$ cat src/rtl/serial_subtractor.sv
// Bit-serial subtractor: one full-subtractor cell plus a registered borrow,
// LSB first, with valid/ready handshakes on the operand and result sides.
module serial_subtractor #(
  parameter int WIDTH = 8
) (
  input  logic             clk,
  input  logic             rst,
  input  logic             in_valid,
  output logic             in_ready,
  input  logic [WIDTH-1:0] a,
  input  logic [WIDTH-1:0] b,
  output logic             out_valid,
  input  logic             out_ready,
  output logic [WIDTH-1:0] diff,
  output logic             borrow_out,
  output logic             ovf
);

  localparam int CW = $clog2(WIDTH + 1);

  typedef enum logic [1:0] {
    IDLE = 2'd0,
    RUN  = 2'd1,
    DONE = 2'd2
  } state_t;

  state_t           state_r;
  state_t           next_state_s;
  logic [WIDTH-1:0] a_sh_r;
  logic [WIDTH-1:0] b_sh_r;
  logic [WIDTH-1:0] res_sh_r;
  logic             br_r;
  logic             a_msb_r;
  logic             b_msb_r;
  logic [CW-1:0]    cnt_r;
  logic             d_s;
  logic             bn_s;
  logic             accept_s;
  logic             last_s;
  logic [WIDTH-1:0] result_s;

  // Full-subtractor cell: returns {borrow_next, difference_bit}.
  function automatic logic [1:0] fs_cell(input logic x, input logic y, input logic bin);
    fs_cell = {(~x & y) | (~(x ^ y) & bin), x ^ y ^ bin};
  endfunction

  // Current-bit arithmetic and handshake/terminal-count decode.
  always_comb begin
    {bn_s, d_s} = fs_cell(a_sh_r[0], b_sh_r[0], br_r);
    result_s    = {d_s, res_sh_r[WIDTH-1:1]};
    accept_s    = in_valid & in_ready;
    last_s      = (cnt_r == CW'(WIDTH - 1));
  end

  // Next-state logic.
  always_comb begin
    next_state_s = state_r;
    case (state_r)
      IDLE: begin
        if (accept_s) next_state_s = RUN;
        else          next_state_s = IDLE;
      end
      RUN: begin
        if (last_s) next_state_s = DONE;
        else        next_state_s = RUN;
      end
      DONE: begin
        if (out_ready) next_state_s = IDLE;
        else           next_state_s = DONE;
      end
      default: next_state_s = IDLE;
    endcase
  end

  // State register.
  always_ff @(posedge clk) begin
    if (rst) state_r <= IDLE;
    else     state_r <= next_state_s;
  end

  // Handshake flags; in_ready is registered so it stays low throughout reset.
  always_ff @(posedge clk) begin
    if (rst) begin
      in_ready  <= 1'b0;
      out_valid <= 1'b0;
    end else begin
      in_ready <= (next_state_s == IDLE);
      if (state_r == RUN && last_s)            out_valid <= 1'b1;
      else if (state_r == DONE && out_ready)   out_valid <= 1'b0;
      else                                     out_valid <= out_valid;
    end
  end

  // Shift datapath; result registers move only on the final RUN edge.
  always_ff @(posedge clk) begin
    if (rst) begin
      a_sh_r     <= '0;
      b_sh_r     <= '0;
      res_sh_r   <= '0;
      br_r       <= 1'b0;
      cnt_r      <= '0;
      a_msb_r    <= 1'b0;
      b_msb_r    <= 1'b0;
      diff       <= '0;
      borrow_out <= 1'b0;
      ovf        <= 1'b0;
    end else begin
      case (state_r)
        IDLE: begin
          if (accept_s) begin
            a_sh_r  <= a;
            b_sh_r  <= b;
            br_r    <= 1'b0;
            cnt_r   <= '0;
            a_msb_r <= a[WIDTH-1];
            b_msb_r <= b[WIDTH-1];
          end
        end
        RUN: begin
          res_sh_r <= result_s;
          a_sh_r   <= {1'b0, a_sh_r[WIDTH-1:1]};
          b_sh_r   <= {1'b0, b_sh_r[WIDTH-1:1]};
          br_r     <= bn_s;
          cnt_r    <= cnt_r + CW'(1);
          if (last_s) begin
            diff       <= result_s;
            borrow_out <= bn_s;
            ovf        <= (a_msb_r != b_msb_r) && (d_s != a_msb_r);
          end
        end
        DONE: begin
          br_r <= br_r;
        end
        default: begin
          cnt_r <= '0;
        end
      endcase
    end
  end

endmodule

$ cat config.mk
export PLATFORM = sky130hd
export DESIGN_NAME = serial_subtractor
export DESIGN_NICKNAME = d
export VERILOG_FILES = /design/src/rtl/serial_subtractor.sv
export SDC_FILE = /design/constraint.sdc
export NUM_CORES = 1
export LEC_CHECK = 0
export CAP_MARGIN = 20
export CORE_MARGIN = 3
export CORE_UTILIZATION = 52
export DETAILED_ROUTE_END_ITERATION = 16
export PLACE_DENSITY = 0.78
export SLEW_MARGIN = 20
export SYNTH_ARGS = -nofsm -noshare
export SYNTH_HDL_FRONTEND = slang
export SYNTH_SLANG_ARGS = --single-unit
$ cat constraint.sdc
create_clock -name clk -period 1.8 [get_ports clk]
set_input_delay 0.36 -clock clk [delete_from_list [all_inputs] [get_ports clk]]
set_output_delay 0.36 -clock clk [all_outputs]
set_load 0.02 [all_outputs]
==> Word level (Yosys, flattened, before mapping) <==
Index checks and enable logic that the tools add are counted.
{ "word_totals": {"wordCells": 54, "out_inout_bits": 12, "ramBits": 0, "rom_bits": 0, "latch_bits": 0, "register_bits": 45, "memories": 0} }
{ "classes": {"bitwise_logic": 9, "shifts": 0, "n_lt_le_gt_ge": 0, "n_addsub": 1, "div_mod_pow": 0, "multipliers": 0, "n_eq_ne": 6, "n_mux": 14, "n_reduce_logical": 11} }
{ "op_table": {"columns": ["op", "count"], "rows": [
  ["$pmux W8 S2", 2],
  ["$mux W8", 2],
  ["$pmux W4 S3", 1],
  ["$reduce_and A2 Y1", 4],
  ["$pmux W2 S3", 1],
  ["$add A4 B1 Y4 const B", 1],
  ["$eq A4 B3 Y1 const B", 1],
  ["$logic_not A2 Y1", 2],
  ["$mux W1", 4],
  ["$mux W2", 2],
  ["$mux W4", 1],
  ["$reduce_bool A2 Y1", 2],
  ["$and A1 B1 Y1", 3],
  ["$logic_and A1 B1 Y1", 3],
  ["$not A1 Y1", 3],
  ["$eq A2 B1 Y1 const B", 1],
  ["$eq A2 B2 Y1 const B", 1],
  ["$ne A1 B1 Y1", 2],
  ["$ne A2 B2 Y1 const B", 1],
  ["$pmux W1 S2", 1],
  ["$xor A1 B1 Y1", 2],
  ["$or A1 B1 Y1", 1]
]} }

==> Logic depth before layout (Yosys ltp) <==
Gate-level depths: netlist of the first run.
{ "logic_depth": {"ltp_word": 5, "mapped_depth": 5, "mapped_depth_nobuf": 5} }

==> Worst setup path after synthesis of the first run <==
OpenSTA, ideal clock, no wires.
{ "synth_path": {"path_kind": "reg-to-reg", "from": "register b_sh_r[0]", "to": "register ovf", "arrival_ps": 1270, "stages_incl_launch_ff": 6, "period_less_slack_ps": 1355, "setup_slack_ps": 445, "path_buffers": 0, "cell_sequence": "dfxtp_1 inv_1 fa_1 nor2b_1 a21oi_1 a211oi_1"} }
{ "synth_via": {"elab_chain_cells": 4} }
{ "synth_rtl": {"columns": ["item", "line", "text"], "rows": [
  ["start, declared", "30", "logic [WIDTH-1:0] b_sh_r;"],
  ["start signal, assigned", "122", "b_sh_r <= {1'b0, b_sh_r[WIDTH-1:1]};"],
  ["$xor A1 B1 Y1 (2 in a row)", "44", "fs_cell = {(~x & y) | (~(x ^ y) & bin), x ^ y ^ bin};"],
  ["named net d_s", "36", "logic d_s;"],
  ["$ne A1 B1 Y1", "128", "ovf <= (a_msb_r != b_msb_r) && (d_s != a_msb_r);"],
  ["$logic_and A1 B1 Y1", "128", null],
  ["end signal, assigned", "128", null],
  ["end, declared", "16", "output logic ovf"]
]} }
The timed path passes the listed nets, and every way through them passes these cells.
A chain may end at the register's enable or synchronous reset.

==> Worst setup path in the final report of the first run <==
{ "layout_path": {"from": "register in_ready", "to": "output port in_ready"} }
{ "layout_rtl": {"columns": ["item", "line", "text"], "rows": [
  ["start, declared", "9", "output logic in_ready,"],
  ["start signal, assigned", "87", "in_ready <= (next_state_s == IDLE);"]
]} }
No word-level cell between the ends.

==> flow_results.org, run 1 <==
** Outcome
- Run status :: completed

** Pwr
- Internal power :: 1.37 mW
- Clk network pwr share :: 27.2%
- Net switching is 25.3% of the power.
- Total chip power :: 1.83 mW
- Across the VDD grid, the largest voltage drop is 0.000485 V.
- Part of the total power dissipated in combinational logic :: 15.5%
- Power per cell area :: 792 mW/mm2
- Pleak :: 0.791 nW
- Sequential group share of total power :: 57.4%
- The analysis attributes to net switching a power of 462 uW.

** Timing
- Based on the critical path, the design can be clocked at up to 578 MHz.
- For the final routed database, the setup TNS stands at 0 ns.
- The number of failing hold endpoints at the final stage was 0.
- Setup violation total in the final timing report :: 0
- Setup skew after layout :: 0.00932 ns
- Measured against its own limit, the worst slew margin works out to 57.4%.
- In the post-route analysis, the smallest setup slack over all paths is 0.0692 ns.
- Final cycle utilization of the critical path :: 96.2%
- Unrepaired setup endpoints after global routing :: false
- Worst hold slack across all endpoints :: 0.465 ns
- Slew of the pin with the lowest slew margin :: 0.638 ns
- Number of pins exceeding their max-slew limit in the final report :: 0
- Counting I/O delays and the setup requirement, the final critical path takes 1.73 ns.

** Global routing
- All-layer global routing usage :: 21.7%
- Wire length of the first global-routing pass :: 7280 um
- Global route overflow :: 0
- Pin count of the biggest net entering global routing :: 24
- Vias in the first global route :: 1619
- The initial antenna violation count came to 0.

** Die
- The core region is 0.00342 mm2.
- Width of the chip :: 66.3 um
- The floorplan has 21 rows.
- Die height :: 66.3 um
- For this design the top-level I/O count stands at 32.
- Die area :: 0.00440 mm2
- For this configuration, the core starts out at a cell density of 55.4%.

** Place
- Port buffering added 31 buffers.
- At the end of routability-driven placement, the weighted congestion stood at 0.721.
- Once placement finished, the instance area stood at 0.00225 mm2.
- Post-placement worst setup slack :: -0.0404 ns
- Cell count after placement :: 286
- Once detailed placement completed, the half-perimeter wirelength came to 2860 um.

** Setup path
- Cells along the critical path :: clkdlybuf4s50_1
- The worst setup path is captured at an output port.
- Broken down by cell family, the worst path's largest delay share belongs to buffers and inverters.
- Of all nets on the critical path, the largest fanout is 4.
- By startpoint and endpoint, the worst setup path is classified as flop to output port.
- Worst setup SP type :: flop
- Combined buffer and inverter count along the critical path :: 1
- STA puts the critical path data arrival time at 1.37 ns.
- Worst path slowest cell :: sky130_fd_sc_hd__clkdlybuf4s50_1
- Crit path required time :: 1.44 ns
- The largest single stage delay on the critical path is 0.62 ns.

** Route
- Average routed wire per standard cell :: 14.3 um
- Drt via density :: 5.72
- In the routed design, unresolved DRC markers number 0.
- WL final :: 4200 um
- The final route contains 1682 vias.
- In this run the remaining antenna-violating nets after routing total 0.
- For this block, the initial DRC count from the detailed router was 124.
- Pre-Repair DR Iteration Count :: 5

** CTS
- After clock tree synthesis, the setup repair step added 0 buffers.
- Clock Path Buffers :: 2
- The clock reaches the later pin of the worst-skew pair after 0.35 ns.
- CTS placed an instance of sky130_fd_sc_hd__clkbuf_4 at the clock tree root.
- Depth of the CTS H-tree :: 2
- Counting the buffers created by CTS gives 5.
- Post-cts repair resize count :: 0
- Hold_buf cts :: 0
- Clock sinks :: 44
- TritonCTS built the clock tree.
- Clock-pin slew was measured on the worst setup and hold paths at 0.12 ns.

** Final layout
- Non-Filler Instances :: 294
- The top cell types in the final layout, fill and taps aside, are sky130_fd_sc_hd__nand2_1, sky130_fd_sc_hd__dfxtp_1, sky130_fd_sc_hd__clkdlybuf4s50_1.
- Share of final-layout standard cells stronger than drive strength 1 :: 12.5%
- The repair_antennas step left the layout with diodes totalling 0.
- Synth-to-layout area growth :: 22.1%
- At the end of the flow the core is filled with cells to 67.7%.
- Total non-filler cell area in the finished layout :: 0.00231 mm2
- Leading cell type in the layout, fill and taps excluded :: sky130_fd_sc_hd__nand2_1
- Final-stage net count :: 269

** Synthesis
- Share of synthesized area occupied by flip-flops and latches :: 46.5%
- Yosys reg bits :: 44
- Yosys printed 0 warnings.
- Netlist cell types :: 34
- When the netlist entered floorplanning its net count stood at 240.
- Summing every instance area after synthesis gives 0.00189 mm2.
- Synthesis handed over a netlist of 218 instances.
- Avg Synthesized Cell Area :: 8.68 um2

** Job
- Count of maximum capacitance violations :: 0

** Min path
- The path class of the tightest hold or removal check is flop to flop.
-- synth_stat cells --
| cell | n | share of area (%) |
|---|---|---|
| sky130_fd_sc_hd__buf_1 | 1 | 0.20 |
| sky130_fd_sc_hd__ha_1 | 1 | 0.66 |
| sky130_fd_sc_hd__o21a_1 | 1 | 0.40 |
| sky130_fd_sc_hd__nor4bb_1 | 1 | 0.53 |
| sky130_fd_sc_hd__nand2b_1 | 1 | 0.33 |
| sky130_fd_sc_hd__nor2b_1 | 1 | 0.33 |
| sky130_fd_sc_hd__fa_1 | 1 | 1.1 |
| sky130_fd_sc_hd__nor4_1 | 1 | 0.33 |
| sky130_fd_sc_hd__nand3_1 | 12 | 3.2 |
| sky130_fd_sc_hd__dfxtp_1 | 44 | 47 |
| sky130_fd_sc_hd__a21oi_1 | 24 | 6.3 |
| sky130_fd_sc_hd__and4b_1 | 1 | 0.53 |
| sky130_fd_sc_hd__nor3b_1 | 2 | 0.79 |
| sky130_fd_sc_hd__and2b_2 | 1 | 0.46 |
| sky130_fd_sc_hd__nor2_2 | 1 | 0.33 |
| sky130_fd_sc_hd__a32oi_1 | 1 | 0.46 |
| sky130_fd_sc_hd__nand3b_1 | 2 | 0.79 |
| sky130_fd_sc_hd__o31ai_1 | 2 | 0.79 |
| sky130_fd_sc_hd__o21ai_0 | 12 | 3.2 |
| sky130_fd_sc_hd__buf_4 | 3 | 1.2 |
| sky130_fd_sc_hd__a211oi_1 | 2 | 0.79 |
| sky130_fd_sc_hd__nand2_1 | 46 | 9.1 |
| sky130_fd_sc_hd__o21ba_2 | 13 | 6.9 |
| sky130_fd_sc_hd__nand4b_1 | 2 | 0.93 |
| sky130_fd_sc_hd__or3_1 | 2 | 0.66 |
| sky130_fd_sc_hd__a21oi_2 | 1 | 0.46 |
| sky130_fd_sc_hd__xor2_1 | 1 | 0.46 |
| sky130_fd_sc_hd__buf_2 | 8 | 2.1 |
| sky130_fd_sc_hd__a311oi_1 | 14 | 6.5 |
| sky130_fd_sc_hd__clkbuf_1 | 6 | 1.2 |
| sky130_fd_sc_hd__inv_1 | 4 | 0.79 |
| sky130_fd_sc_hd__a32o_1 | 1 | 0.53 |
| sky130_fd_sc_hd__nor2_1 | 4 | 0.79 |
| sky130_fd_sc_hd__or4_1 | 1 | 0.40 |
-- power groups by stage --
stage | Combinational, mW | Sequential (mW) | Clock, mW
final | 0.283 | 1.05 | 0.497
after global routing | 0.312 | 1.06 | 0.548
after CTS | 0.285 | 1.05 | 0.508
after detailed placement | 0.283 | 1.07 | 0
after global placement | 0.278 | 1.07 | 0
after floorplan | 0.193 | 1.06 | 0
-- kinds of logic (layout without fill, tap and decap cells) --
| kind of cell | count (synthesis) | after routing | synth area share [%] |
|---|---|---|---|
| simple gates | 78 | 78 | 19.5 |
| buf+inv | 22 | 52 | 5.49 |
| flops | 44 | 44 | 46.5 |
| fa+ha+maj | 2 | 2 | 1.72 |
| xor+xnor | 1 | 1 | 0.463 |
| compound gates | 71 | 71 | 26.3 |
-- layer usage --
metal	global-route usage, %	routed length, um	share of wire [%]
met1	28.7	1990	47
met2	33.7	1970	47
met3	4.25	222	5.3
met4	10.2	26	0.62
met5	0	0	0
-- cell type report --
type	count	area, um2
clock buffer	8	58.8
fill	309	1100
inverter	4	15.0
multi-input combinational	152	908
sequential	44	881
tap	46	57.6
timing repair buffer	40	390
-- sequential cells by signal, indices dropped and copies added, names as in the netlist, 2 cells and up --
| name | cells |
|---|---|
| a_sh_r | 8 |
| b_sh_r | 8 |
| cnt_r | 4 |
| diff | 8 |
| res_sh_r | 7 |
| state_r | 2 |
-- worst paths after layout --
| kind | start | endpoint | slack (ns) | cells past startpoint |
|---|---|---|---|---|
| worst min-delay path | out_valid | out_valid | 0.47 | 2 |
| worst min register to register | out_valid | out_valid | 0.47 | 2 |
| worst max-delay path | in_ready | in_ready | 0.07 | 1 |
| worst max register to register | state_r[1] | b_sh_r[6] | 0.22 | 3 |
(Power assumes the default switching activity.)
==> run 2: changes to the inputs <==
--- a/config.mk
+++ b/config.mk
@@ -7,9 +7,9 @@
 export LEC_CHECK = 0
 export CAP_MARGIN = 20
 export CORE_MARGIN = 3
-export CORE_UTILIZATION = 52
+export CORE_UTILIZATION = 47
 export DETAILED_ROUTE_END_ITERATION = 16
-export PLACE_DENSITY = 0.78
+export PLACE_DENSITY = 0.75
 export SLEW_MARGIN = 20
 export SYNTH_ARGS = -nofsm -noshare
 export SYNTH_HDL_FRONTEND = slang
==> constraint.sdc (replaced) <==
create_clock -name clk -period 1.49 [get_ports clk]
set_input_delay 0.298 -clock clk [delete_from_list [all_inputs] [get_ports clk]]
set_output_delay 0.298 -clock clk [all_outputs]
set_load 0.02 [all_outputs]
==> run 2 against run 1 <==
Non-clock buffer count up 11; first-iteration DRC count fell by 10%; hold slack got worse by 0.0020 ns; die area is 9.7% higher; critical path depth increased by 4; combinational power increased by 30%; largest cell class unchanged; highest routed layer unchanged.
==> flow_results.org, run 2 (synthesis gave the netlist of run 1 again) <==
** Setup path
- Top fanout value on the critical path :: 4 (unchanged)
- Worst setup SP type :: flop
- The worst register-to-register path ends at ovf.
- The startpoint identified for the worst register-to-register timing path is b_sh_r[0].
- Setup slack, reg-to-reg :: 0.04 ns (-0.18 ns)
- Crit path required time :: 1.69 ns (+0.25 ns)
- The data arrival time at the worst-slack endpoint was 1.65 ns (+0.28 ns).
- The setup path with the least slack is of type flop to flop.
- Worst setup EP type :: flop
- Reg2Reg Depth :: 5 (+2)

** CTS
- Setup fix buffers added after clock tree synthesis :: 0 (unchanged)
- Depth of the CTS H-tree :: 2 (unchanged)
- The maximum number of buffers from clock root to sink is 2 (unchanged).
- TritonCTS built the clock tree.
- Clock root buffer :: sky130_fd_sc_hd__clkbuf_8
- Clock slew at the register clock pins of the worst setup and hold paths :: 0.08 ns (-0.04 ns)
- Clock buffer count from CTS :: 5 (unchanged)
- The insertion delay of the later-clocked pin in the worst-skew pair was 0.29 ns (-0.06 ns).
- Clock sinks :: 44 (unchanged)

** Timing
- The remaining max-slew budget at the tightest pin was 73.8% (+16 points).
- Number of endpoints with negative hold slack in the final report :: 0 (unchanged)
- The clock skew after layout is 0.00568 ns (-0.00364 ns).
- Final cycle utilization of the critical path :: 97.2%
- The clock period could shrink to 1.45 ns.
- Setup repair after global routing could not meet its margin everywhere.
- The count of endpoints failing setup in the final report came to 0 (unchanged).
- Number of pins exceeding their max-slew limit in the final report :: 0 (unchanged)
- The transition time at the pin with the least slew margin came to 0.393 ns (-0.246 ns).
- FMAX :: 690 MHz
- The total negative slack for setup checks is 0 ns (unchanged).

** Place
- Total cell area at the placement stage :: 0.00234 mm2 (+3.8%)
- PortBufs :: 31 (unchanged)
- Gpl congestion :: 0.750 (+4.1%)
- The detailed placer's ending HPWL was 2960 um (+3.3%).

** Route
- Via count :: 1705 (+1.4%)
- First DRT Iteration DRCs :: 111 (-10%)
- The iteration count of the initial detailed-routing pass is 4 (-1).
- The count of nets left with antenna violations after detail routing was 0 (unchanged).
- Average routed wire per standard cell :: 14.2 um (-0.74%)
- The per-cell via count in the routed design came to 5.57 (-2.6%).
- The remaining routing DRC violations is 0 (unchanged).
- The total wirelength of the detailed-routed design was 4340 um (+3.3%).

** Min path
- The count of cells along the worst hold path came to 2 (unchanged).
- The worst hold path begins at b_sh_r[2].
- The worst hold path terminates at b_sh_r[1].
- Class of the most critical hold timing path :: flop to flop

** Die
- Effective utilization at floorplan :: 50.2% (-5.2 points)
- Core box area :: 0.00377 mm2 (+10%)
- The number of top-level design ports is 32 (unchanged).
- Width of the chip :: 69.5 um (+4.7%)
- Die height :: 69.5 um (+4.7%)
- The die area is 0.00483 mm2 (+9.7%).
- The number of placement rows is 22 (+4.8%).

** Global routing
- Global route overflow :: 0 (unchanged)
- All-layer global routing usage :: 18.3% (-3.4 points)
- Vias in the first global route :: 1556 (-3.9%)
- The pin count of the biggest net entering global routing was 24 (unchanged).
- Wire length of the first global-routing pass :: 7170 um (-1.5%)
- The initial antenna violation count came to 0 (unchanged).

** Final layout
- Antenna Cells :: 0 (unchanged)
- The library cell used most frequently in the layout, excluding fill and tap cells, is sky130_fd_sc_hd__nand2_1.
- Total non-filler cell area in the finished layout :: 0.00244 mm2 (+5.5%)
- Synth-to-layout area growth :: 28.8%
- The largest registers in the layout are a_sh_r x8, b_sh_r x8, diff x8.
- The number of fill cells in the layout was 319 (+3.2%).
- Share of final-layout standard cells stronger than drive strength 1 :: 19.8% (+7.3 points)
- Final-stage net count :: 280 (+4.1%)
- The library cells used most frequently in the layout, excluding fill and tap cells, are sky130_fd_sc_hd__nand2_1, sky130_fd_sc_hd__dfxtp_1, sky130_fd_sc_hd__a21oi_1.

** Pwr
- Max IR drop VDD :: 0.000624 V (+29%)
- Power per cell area :: 991 mW/mm2 (+25%)
- The leakage dissipation was 0.924 nW (+17%).

** Job
- Count of maximum capacitance violations :: 0 (unchanged)

** Outcome
- Run status :: completed
run 2: cell count changes in the layout (fill, tap and decap cells not counted), moves of 3 or more:
cell	delta
sky130_fd_sc_hd__dlygate4sd2_1	+12
sky130_fd_sc_hd__buf_4	+11
sky130_fd_sc_hd__dfxtp_1	-3
sky130_fd_sc_hd__clkdlybuf4s50_1	-12
sky130_fd_sc_hd__clkbuf_8	+6
sky130_fd_sc_hd__clkbuf_4	-5
sky130_fd_sc_hd__dfxtp_2	+3
run 2: worst max-delay path by stage:
| stage | slack [ns] | endpoint | start |
|---|---|---|---|
| floorplan | 0.13 | ovf | b_sh_r[0] |
| global placement | -0.24 | a_sh_r[4] | in_valid |
| detailed placement | -0.25 | b_sh_r[2] | in_valid |
| CTS | 0.01 | b_sh_r[6] | state_r[1] |
| global route | -0.01 | ovf | a_sh_r[0] |
| finish | 0.04 | ovf | b_sh_r[0] |
run 2: final cells by class:
| type | count | area, um2 | share of cell area [%] |
|---|---|---|---|
| Inverter | 4 | 15.0 | 0.616 |
| Timing Repair Buffer | 51 | 458 | 18.8 |
| Clock buffer | 7 | 96.3 | 3.95 |
| Sequential cell | 44 | 885 | 36.3 |
| Tap cell | 48 | 60.1 | 2.46 |
| Multi-Input combinational cell | 152 | 925 | 37.9 |
run 2: repair_timing:
| item | in CTS | in global routing |
|---|---|---|
| endpoints found under the setup margin | 13 | 16 |
| pin swaps | 2 | 0 |
| hold buffers | 0 | 0 |
| gates resized for setup | 13 | 9 |
run 2: per-stage QoR:
step	utilization [%]	instances	hold WS [ns]	setup WS, ns	total power, mW
2_1_floorplan	-	218	0.437	0.135	1.52
5_1_grt	64.7	306	0.484	-0.0114	2.52
3_5_place_dp	62.0	299	0.459	-0.251	1.65
4_1_cts	64.3	306	0.470	0.0110	2.42
6_report	64.7	306	0.463	0.0416	2.42
3_3_place_gp	62.0	299	0.447	-0.241	1.64
run 2: where the power goes:
group	leakage [nW]	switching (mW)	internal, mW
Combinational	0.514	0.170	0.198
Clock	0.0503	0.369	0.413
Sequential	0.360	0.0343	1.23
run 2: routing by layer:
layer	global-route usage [%]	part of all wire [%]	vias to the layer above
li1	-	-	850
met1	24.4	48	818
met2	28.1	46	30
met3	4.93	4.1	7
met4	7.16	1.3	0
met5	0	0	-
run 2: critical path, cell delays in order (launching register included):
cell	delay [ns]
sky130_fd_sc_hd__dfxtp_2	0.33
sky130_fd_sc_hd__inv_2	0.04
sky130_fd_sc_hd__fa_2	0.57
sky130_fd_sc_hd__nor2b_1	0.14
sky130_fd_sc_hd__a21oi_1	0.08
sky130_fd_sc_hd__a211oi_1	0.20
==> run 3: changes to the inputs <==
--- a/config.mk
+++ b/config.mk
@@ -9,6 +9,7 @@
 export CORE_MARGIN = 3
 export CORE_UTILIZATION = 47
 export DETAILED_ROUTE_END_ITERATION = 16
+export HOLD_SLACK_MARGIN = 0.15
 export PLACE_DENSITY = 0.75
 export SLEW_MARGIN = 20
 export SYNTH_ARGS = -nofsm -noshare
==> results of run 3 <==
No change in the layout: final DEF, timing and power equal those of run 2.
